### config.mk
export PLATFORM = sky130hd
export DESIGN_NAME = shift_request_sequencer_flat
export DESIGN_NICKNAME = d
export VERILOG_FILES = /design/src/rtl/shift_request_sequencer_if.sv /design/src/rtl/shift_request_sequencer.sv /design/src/flat_wrapper.sv
export SDC_FILE = /design/constraint.sdc
export NUM_CORES = 1
export LEC_CHECK = 0
export BUFFER_PORTS_ARGS = -buffer_cell sky130_fd_sc_hd__buf_2
export CAP_MARGIN = 10
export CORE_ASPECT_RATIO = 0.6
export CORE_UTILIZATION = 48
export DETAILED_ROUTE_END_ITERATION = 8
export PLACE_DENSITY = 0.93
export RECOVER_POWER = 50
export SYNTH_ARGS = -nofsm -noshare
export SYNTH_HDL_FRONTEND = slang
export SYNTH_SLANG_ARGS = --single-unit
### constraint.sdc
create_clock -name clk -period 5.4 [get_ports clk]
set_input_delay 1.35 -clock clk [delete_from_list [all_inputs] [get_ports clk]]
set_output_delay 1.35 -clock clk [all_outputs]
set_load 0.01 [all_outputs]
### src/rtl/shift_request_sequencer_if.sv
// Bundle of the requester, shifter and response signals around
// shift_request_sequencer. The sequencer takes the slave view; the
// requesters, the shifter datapath and the response consumer together
// form the master side.
interface shift_request_sequencer_if #(
   parameter int WIDTH = 4,
   parameter int SETS  = 2,
   parameter int N_REQ = 4,
   parameter int AMT_W = 4,
   parameter int ID_W  = 2
);

   logic [N_REQ-1:0]            req;
   logic [N_REQ*SETS*WIDTH-1:0] req_data;
   logic [N_REQ*AMT_W-1:0]      req_amt;
   logic [N_REQ-1:0]            req_dir;
   logic [N_REQ-1:0]            req_fill;
   logic [N_REQ-1:0]            gnt;

   logic [SETS*WIDTH-1:0]       sh_in_packed;
   logic [SETS*WIDTH-1:0]       sh_shift_packed;
   logic [SETS*WIDTH-1:0]       sh_out_packed;
   logic [SETS*WIDTH-1:0]       sh_overflow_packed;

   logic                        rsp_valid;
   logic                        rsp_ready;
   logic [ID_W-1:0]             rsp_id;
   logic [SETS*WIDTH-1:0]       rsp_data;
   logic [SETS*WIDTH-1:0]       rsp_overflow;
   logic                        busy;

   modport master (
      output req, req_data, req_amt, req_dir, req_fill,
      output sh_out_packed, sh_overflow_packed, rsp_ready,
      input  gnt, sh_in_packed, sh_shift_packed,
      input  rsp_valid, rsp_id, rsp_data, rsp_overflow, busy
   );

   modport slave (
      input  req, req_data, req_amt, req_dir, req_fill,
      input  sh_out_packed, sh_overflow_packed, rsp_ready,
      output gnt, sh_in_packed, sh_shift_packed,
      output rsp_valid, rsp_id, rsp_data, rsp_overflow, busy
   );

endinterface

### src/rtl/shift_request_sequencer.sv
// shift_request_sequencer: shares one combinational shifter among N_REQ
// requesters. Round-robin arbitration picks a requester, large shift amounts
// are split into several shifter passes, and the result is returned over a
// valid/ready handshake.
// Optional feature: define SHIFT_SEQ_STATS_EN to add the ops_done counter
// of completed response transfers.
module shift_request_sequencer #(
   parameter int WIDTH = 4,
   parameter int SETS  = 2,
   parameter int N_REQ = 4,
   parameter int AMT_W = 4,
   parameter int ID_W  = 2
) (
   input  logic                    clk,
   input  logic                    rst,
   shift_request_sequencer_if.slave bus
`ifdef SHIFT_SEQ_STATS_EN
   ,
   output logic [15:0]             ops_done
`endif
);

   localparam int DW     = SETS * WIDTH;
   localparam int LIMIT  = (2 ** (WIDTH - 2)) - 1;
   localparam int STEP0  = ((WIDTH - 1) < LIMIT) ? (WIDTH - 1) : LIMIT;
   localparam int STEP1  = ((WIDTH / 2) < LIMIT) ? (WIDTH / 2) : LIMIT;
   localparam logic [AMT_W-1:0] STEP0_A = AMT_W'(STEP0);
   localparam logic [AMT_W-1:0] STEP1_A = AMT_W'(STEP1);

   typedef enum logic [1:0] {
      IDLE  = 2'd0,
      SHIFT = 2'd1,
      DONE  = 2'd2
   } state_t;

   state_t           state_q;
   logic [ID_W-1:0]  ptr_q;
   logic [ID_W-1:0]  id_q;
   logic [DW-1:0]    work_q;
   logic [DW-1:0]    ovf_q;
   logic [AMT_W-1:0] rem_q;
   logic             dir_q;
   logic             fill_q;

   logic             anyReq;
   logic [ID_W-1:0]  winner;
   logic [ID_W-1:0]  ptr_d;
   logic             grantEn;
   logic [DW-1:0]    capData;
   logic [AMT_W-1:0] capAmt;
   logic             capDir;
   logic             capFill;
   logic [AMT_W-1:0] stepMax;
   logic [AMT_W-1:0] step;
   logic [AMT_W-1:0] rem_d;
   logic [WIDTH-1:0] shWord;

   // Round-robin search: first pending request at or above the pointer, wrapping around
   always_comb begin
      anyReq = 1'b0;
      winner = '0;
      for (int i = 0; i < N_REQ; i++) begin
         if (!anyReq && bus.req[(int'(ptr_q) + i) % N_REQ]) begin
            anyReq = 1'b1;
            winner = ID_W'((int'(ptr_q) + i) % N_REQ);
         end
      end
   end

   // Grant strobe, operand capture selects and the pass size for the current shift pass
   always_comb begin
      grantEn  = (state_q == IDLE) && !rst && anyReq;
      bus.gnt  = grantEn ? (N_REQ'(1) << winner) : '0;
      ptr_d    = (winner == ID_W'(N_REQ - 1)) ? '0 : winner + ID_W'(1);
      capData  = bus.req_data[winner*DW +: DW];
      capAmt   = bus.req_amt[winner*AMT_W +: AMT_W];
      capDir   = bus.req_dir[winner];
      capFill  = bus.req_fill[winner];
      stepMax  = dir_q ? STEP1_A : STEP0_A;
      step     = (rem_q < stepMax) ? rem_q : stepMax;
      rem_d    = rem_q - step;
      shWord   = {fill_q, (WIDTH-2)'(step), dir_q};
   end

   // Shifter drive and response view, all decoded from registered state
   always_comb begin
      bus.sh_in_packed    = work_q;
      bus.sh_shift_packed = (state_q == SHIFT) ? {SETS{shWord}} : '0;
      bus.rsp_valid       = (state_q == DONE);
      bus.rsp_id          = id_q;
      bus.rsp_data        = work_q;
      bus.rsp_overflow    = ovf_q;
      bus.busy            = (state_q != IDLE);
   end

   // Sequencer FSM: accept a request, run the passes, hold the result until it is taken
   always_ff @(posedge clk) begin
      if (rst) begin
         state_q <= IDLE;
         ptr_q   <= '0;
         id_q    <= '0;
         work_q  <= '0;
         ovf_q   <= '0;
         rem_q   <= '0;
         dir_q   <= 1'b0;
         fill_q  <= 1'b0;
      end else begin
         case (state_q)
            IDLE: begin
               if (anyReq) begin
                  ptr_q   <= ptr_d;
                  id_q    <= winner;
                  work_q  <= capData;
                  ovf_q   <= '0;
                  rem_q   <= capAmt;
                  dir_q   <= capDir;
                  fill_q  <= capFill;
                  state_q <= (capAmt == '0) ? DONE : SHIFT;
               end
            end
            SHIFT: begin
               work_q <= bus.sh_out_packed;
               ovf_q  <= ovf_q | bus.sh_overflow_packed;
               rem_q  <= rem_d;
               if (rem_d == '0) begin
                  state_q <= DONE;
               end
            end
            DONE: begin
               if (bus.rsp_ready) begin
                  state_q <= IDLE;
               end
            end
            default: begin
               state_q <= IDLE;
            end
         endcase
      end
   end

`ifdef SHIFT_SEQ_STATS_EN
   logic [15:0] ops_done_q;

   // Count completed response transfers, wrapping naturally at 16 bits
   always_ff @(posedge clk) begin
      if (rst) begin
         ops_done_q <= '0;
      end else if ((state_q == DONE) && bus.rsp_ready) begin
         ops_done_q <= ops_done_q + 16'd1;
      end
   end

   assign ops_done = ops_done_q;
`endif

endmodule
### src/flat_wrapper.sv
// flat-port wrapper written by rule: the top's interface ports become plain ports
module shift_request_sequencer_flat 
#(
   parameter int WIDTH = 4,
   parameter int SETS  = 2,
   parameter int N_REQ = 4,
   parameter int AMT_W = 4,
   parameter int ID_W  = 2
)
  (clk, rst, bus_req, bus_req_data, bus_req_amt, bus_req_dir, bus_req_fill, bus_sh_out_packed, bus_sh_overflow_packed, bus_rsp_ready, bus_gnt, bus_sh_in_packed, bus_sh_shift_packed, bus_rsp_valid, bus_rsp_id, bus_rsp_data, bus_rsp_overflow, bus_busy);
  shift_request_sequencer_if #(.WIDTH(WIDTH), .SETS(SETS), .N_REQ(N_REQ), .AMT_W(AMT_W), .ID_W(ID_W)) bus_i ();
  input  logic clk;
  input  logic rst;
  input wire logic [$bits(bus_i.req)-1:0] bus_req;
  input wire logic [$bits(bus_i.req_data)-1:0] bus_req_data;
  input wire logic [$bits(bus_i.req_amt)-1:0] bus_req_amt;
  input wire logic [$bits(bus_i.req_dir)-1:0] bus_req_dir;
  input wire logic [$bits(bus_i.req_fill)-1:0] bus_req_fill;
  input wire logic [$bits(bus_i.sh_out_packed)-1:0] bus_sh_out_packed;
  input wire logic [$bits(bus_i.sh_overflow_packed)-1:0] bus_sh_overflow_packed;
  input wire logic [$bits(bus_i.rsp_ready)-1:0] bus_rsp_ready;
  output wire logic [$bits(bus_i.gnt)-1:0] bus_gnt;
  output wire logic [$bits(bus_i.sh_in_packed)-1:0] bus_sh_in_packed;
  output wire logic [$bits(bus_i.sh_shift_packed)-1:0] bus_sh_shift_packed;
  output wire logic [$bits(bus_i.rsp_valid)-1:0] bus_rsp_valid;
  output wire logic [$bits(bus_i.rsp_id)-1:0] bus_rsp_id;
  output wire logic [$bits(bus_i.rsp_data)-1:0] bus_rsp_data;
  output wire logic [$bits(bus_i.rsp_overflow)-1:0] bus_rsp_overflow;
  output wire logic [$bits(bus_i.busy)-1:0] bus_busy;
  assign bus_i.req = bus_req;
  assign bus_i.req_data = bus_req_data;
  assign bus_i.req_amt = bus_req_amt;
  assign bus_i.req_dir = bus_req_dir;
  assign bus_i.req_fill = bus_req_fill;
  assign bus_i.sh_out_packed = bus_sh_out_packed;
  assign bus_i.sh_overflow_packed = bus_sh_overflow_packed;
  assign bus_i.rsp_ready = bus_rsp_ready;
  assign bus_gnt = bus_i.gnt;
  assign bus_sh_in_packed = bus_i.sh_in_packed;
  assign bus_sh_shift_packed = bus_i.sh_shift_packed;
  assign bus_rsp_valid = bus_i.rsp_valid;
  assign bus_rsp_id = bus_i.rsp_id;
  assign bus_rsp_data = bus_i.rsp_data;
  assign bus_rsp_overflow = bus_i.rsp_overflow;
  assign bus_busy = bus_i.busy;
  shift_request_sequencer #(.WIDTH(WIDTH), .SETS(SETS), .N_REQ(N_REQ), .AMT_W(AMT_W), .ID_W(ID_W)) u_core (.clk(clk), .rst(rst), .bus(bus_i));
endmodule
# Yosys cells after proc, flatten, opt, wreduce, memory -nomap -nowiden
# Cells that the tools add are included.
# word_totals
in_bits,79
reg_bits,28
wordCells,91
memories,0
mem_bits_ro,0
latch_bits,0
mem_bits_rw,0
# classes
bitwise,4
order_cmp,6
n_reduce_logical,20
n_mux,39
n_shift,3
div_mod_pow,0
addsub,5
eq_ne,6
mul,0
# op_table
operator,n
$pmux W8 S2,2
$shiftx A32 B6 Y8,1
$mux W8,3
$mux W2,9
$shiftx A16 B5 Y4,1
$mux W1,14
$bmux W1 S2,6
$lt A3 B4 Y1 const B,3
$mux W4,3
$logic_not A4 Y1,2
$or A8 B8 Y8,1
$pmux W4 S2,1
$lt A2 B3 Y1 const B,2
$pmux W2 S3,1
$reduce_or A2 Y1,3
$logic_and A1 B1 Y1,5
$add A2 B1 Y2 const B,2
$add A2 B2 Y2 const B,2
$eq A2 B2 Y1 const B,2
$logic_not A1 Y1,4
$lt A4 B4 Y1,1
$ne A2 B2 Y1 const B,2
$reduce_and A2 Y1,2
$reduce_bool A2 Y1,2
other kinds (7),9

# Depth between registers and ports, before layout
# logic_depth
depth_word,19
mapped_depth,11
mapped_depth_nobuf,11

# Least setup slack after synthesis
# No wires, ideal clock.
# synth_path
path_type,input to output
start,input bus_req[2]
end,output bus_gnt[0]
cell_stages,8
t_required_ns,4.050
t_arrival_ns,2.885
setup_slack_ns,1.165
path_buffers,2
path_cell_list,nor2b_2 -> or4_4 -> buf_6 -> nand2_2 -> inv_2 -> buf_2 -> ha_1 -> and3_1
# synth_between
elab_chain_len,14
# synth_lines
element,line,source
start: declaration,flat_wrapper.sv:14,input wire logic [$bits(bus_i.req)-1:0] bus_req;
$bmux W1 S2,shift_request_sequencer.sv:63,if (!anyReq && bus.req[(int'(ptr_q) + i) % N_REQ]) begin
$mux W1 (not written as such),shift_request_sequencer.sv:63,
$mux W1,shift_request_sequencer.sv:63,
$logic_not A1 Y1,shift_request_sequencer.sv:63,
$logic_and A1 B1 Y1,shift_request_sequencer.sv:63,
$mux W1,shift_request_sequencer.sv:63,
$logic_not A1 Y1,shift_request_sequencer.sv:63,
$logic_and A1 B1 Y1,shift_request_sequencer.sv:63,
$mux W1,shift_request_sequencer.sv:63,
$logic_not A1 Y1,shift_request_sequencer.sv:63,
$logic_and A1 B1 Y1,shift_request_sequencer.sv:63,
$mux W2 *,shift_request_sequencer.sv:63,
via u_core.winner[0],shift_request_sequencer.sv:46,logic [ID_W-1:0] winner;
$shl A1 B2 Y4 *,shift_request_sequencer.sv:73,bus.gnt = grantEn ? (N_REQ'(1) << winner) : '0;
$mux W4 *,shift_request_sequencer.sv:73,
end: declaration,flat_wrapper.sv:22,output wire logic [$bits(bus_i.gnt)-1:0] bus_gnt;
# The timed path passes the listed nets; every way through them passes the cells marked *. The select of a mux whose other input is x is not followed.

# Worst setup path in the final report
# layout_path
start,input bus_req[1]
end,output bus_gnt[2]
# Same word-level chain as after synthesis.

==> impl_metrics.tcl <==
set metrics [dict create \
    cp-start-kind "primary input" \
    synth_simple_gate_area_share_pct 19.8 \
    grt_first_pass_wirelength_mm 8.76 \
    ctsHtreeMaxLevel 1 \
    ys_top_cells_by_area "dfxtp_1, mux2i_1, a221oi_1, a21oi_1, buf_4" \
    worst_pin_slew_ps 721 \
    hold_class "reg2reg" \
    place_ws_ps 640 \
    startpoint "bus_req[1]" \
    wl_per_cell_microns 13.9 \
    cp.required_ps 4050 \
    dp_cells 403 \
    max_freq_ghz 0.208 \
    synth_top_area_cell "dfxtp_1" \
    synth_compound_area_share_pct 26.5 \
    synth_cells 252 \
    layout-drive-gt1-share_pct 33.1 \
    rows 18 \
    slew_viol_final 0 \
    clk_pin_slew_ps 90 \
    ys_ff_latch 28 \
    num_vias 2256 \
    drt.antenna.violating_nets 0 \
    core_sq_um 4120 \
    synthAdderAreaFrac_pct 3.63 \
    synth-edff-count 0 \
    synth_ff_type "dfxtp_1" \
    drv_cap 0 \
    fp.dieW_microns 86.7 \
    finalCriticalPeriod_ps 4800 \
    synth-xor-area-share_pct 0.424 \
    path_max_fanout 24 \
    yosysWarningCount 0 \
    grt_overflow 0 \
    antenna_cells 0 \
    yosysUniqueCellTypes 48 \
    cts.root.buffer_cell "clkbuf_8" \
    async_reset_ff_share_pct 0 \
    leakagePower_uw 0.00124 \
    layout_commonest_cell "buf_2" \
    cts_tree "built" \
    nets 433 \
    grt_max_degree 32 \
    grt_pass1_vias 1961 \
    finalWeightedCongestion 0.895 \
    synth_top_family_by_area "compound AO/OA/AOI/OAI gates" \
    worstReg2RegStart "u_core.ptr_q[1]" \
    instances_no_fill 407 \
    synth_fp_nets 337 \
    fin_crit_sh_pct 89.0 \
    powerDensity_nw_per_um2 545 \
    synth_top_area_share_pct 27.1 \
    status "finished, final reports clean" \
    antenna_found_initial 0 \
    dr.pass1.iters 4 \
    cp-end-kind "output port" \
    n_fill_cell 392 \
    drc 0 \
    cp.arrival_ps 3450 \
    avgSynthCellArea_sq_um 8.20 \
    final_cell_mix "buf_2, clkbuf_1, dfxtp_1" \
    numCtsBuffers 3 \
    final_hold_viol_count 0 \
    io_buffers 118 \
    die_y_microns 52.8 \
    wl_mm 5.64 \
    area_growth_pct 25.1 \
    skew_ps 1.86 \
    clk_latency_ps 270 \
    finalSetupViolations 0 \
    holdBufCountCts 0 \
    dieArea_sq_um 4580 \
    initial_utilization_pct 50.2 \
    synth_area_sq_um 2070 \
    post_cts_buffers 0 \
    clockBufferDepth 2 \
    ios 119 \
    rsz0062_at_grt "false" \
    fin_tns_setup_ps 0 \
    ys_seq_area_share_pct 27.1 \
    cts_sinks 28 \
    post-dp-hpwl_mm 4.34 \
    timing.slew.headroom_pct 51.8 \
    worst-setup-path-type "in2out" \
    ctsResizeCount 0 \
    grt_use_total_pct 25.0 \
    multi_input_area_sq_um 1290 \
    min_from "u_core.bus.rsp_overflow[6]" \
    drt_iter0_drc 111 \
    max-vdd-ir-drop_v 0.000272 \
    synth.mux.area_fraction_pct 12.1 \
    seq_area_sq_um 561 \
    final.setup.worst_slack_ps 596 \
    vias_per_cell 5.54 \
]
synth_stat cells (2+ instances only):
library cell,n
nand2b_1,4
mux2i_1,16
dfxtp_1,28
and2_1,3
a32oi_1,4
buf_4,13
a21bo_2,2
clkbuf_1,9
a221oi_1,14
a21o_1,4
nand3_1,8
mux2_2,8
a21oi_1,23
nor2b_1,5
nor4_1,4
a211oi_1,11
nor3_1,3
buf_1,2
a311o_1,2
nand2_1,17
o211ai_1,2
ha_1,6
inv_1,8
and3_1,4
nor2_1,23
buf_2,2
a21boi_0,2
buf_6,3
or2_2,3
critical path, cell delays in order:
cell and delay (ps):
clkbuf_1 190, nor2_2 140, or4b_1 730, nand2_2 220, inv_2 240, ha_1 280
and3_1 150, buf_2 140
layout make-up:
class,instances,area share [%]
clock buffers,4,2.13
flip-flops and latches,28,21.7
inverters,9,1.31
multi-input cells,186,50.0
well taps,60,2.90
repair buffers,120,22.0
routing by layer:
metal,share of wire [%],track usage [%]
met2,45,43.4
met5,0,0
met3,8.2,5.83
met4,0.51,5.56
met1,46,31.8
cells by family after synthesis:
logic type                 after synthesis
muxes                                   24
adders and majority gates                6
DFF                                     28
xor gates and xnor gates                 1
and+or+nand+nor                         81
AOI/OAI and AO/OA                       74
buffers and inverters                   38
per-stage QoR:
step	hold WS [ps]	total power (uW)	instance area, sq um	utilization (%)
global route	490	1530	2590	62.8
CTS	474	1430	2620	63.6
detailed placement	451	1290	2570	62.3
floorplan	432	1090	2070	-
global placement	440	1270	2570	62.3
finish	474	1410	2590	62.8
flip-flops by register name, indices dropped and copies added, names as in the netlist:
register and flops:
u_core.dir_q 1, u_core.rem_q 4, u_core.ptr_q 2, u_core.bus.rsp_id 2
u_core.bus.rsp_data 8, u_core.bus.rsp_overflow 8, u_core.fill_q 1, u_core.state_q 2
power by group:
part | switching [uW] | total [uW] | internal, uW | leakage (uW)
registers | 82.5 | 369 | 286 | 0.000231
clock network | 62.2 | 128 | 65.3 | 0.0000288
logic | 532 | 914 | 382 | 0.000982
path summary, 6_finish.rpt:
check	end	slack [ps]	cells after the start
max	bus_gnt[2]	600	8
min	u_core.bus.rsp_overflow[6]	470	2
max reg2reg	u_core.state_q[1]	2730	6
min reg2reg	u_core.bus.rsp_overflow[6]	470	2
(Power assumes the default switching activity.)
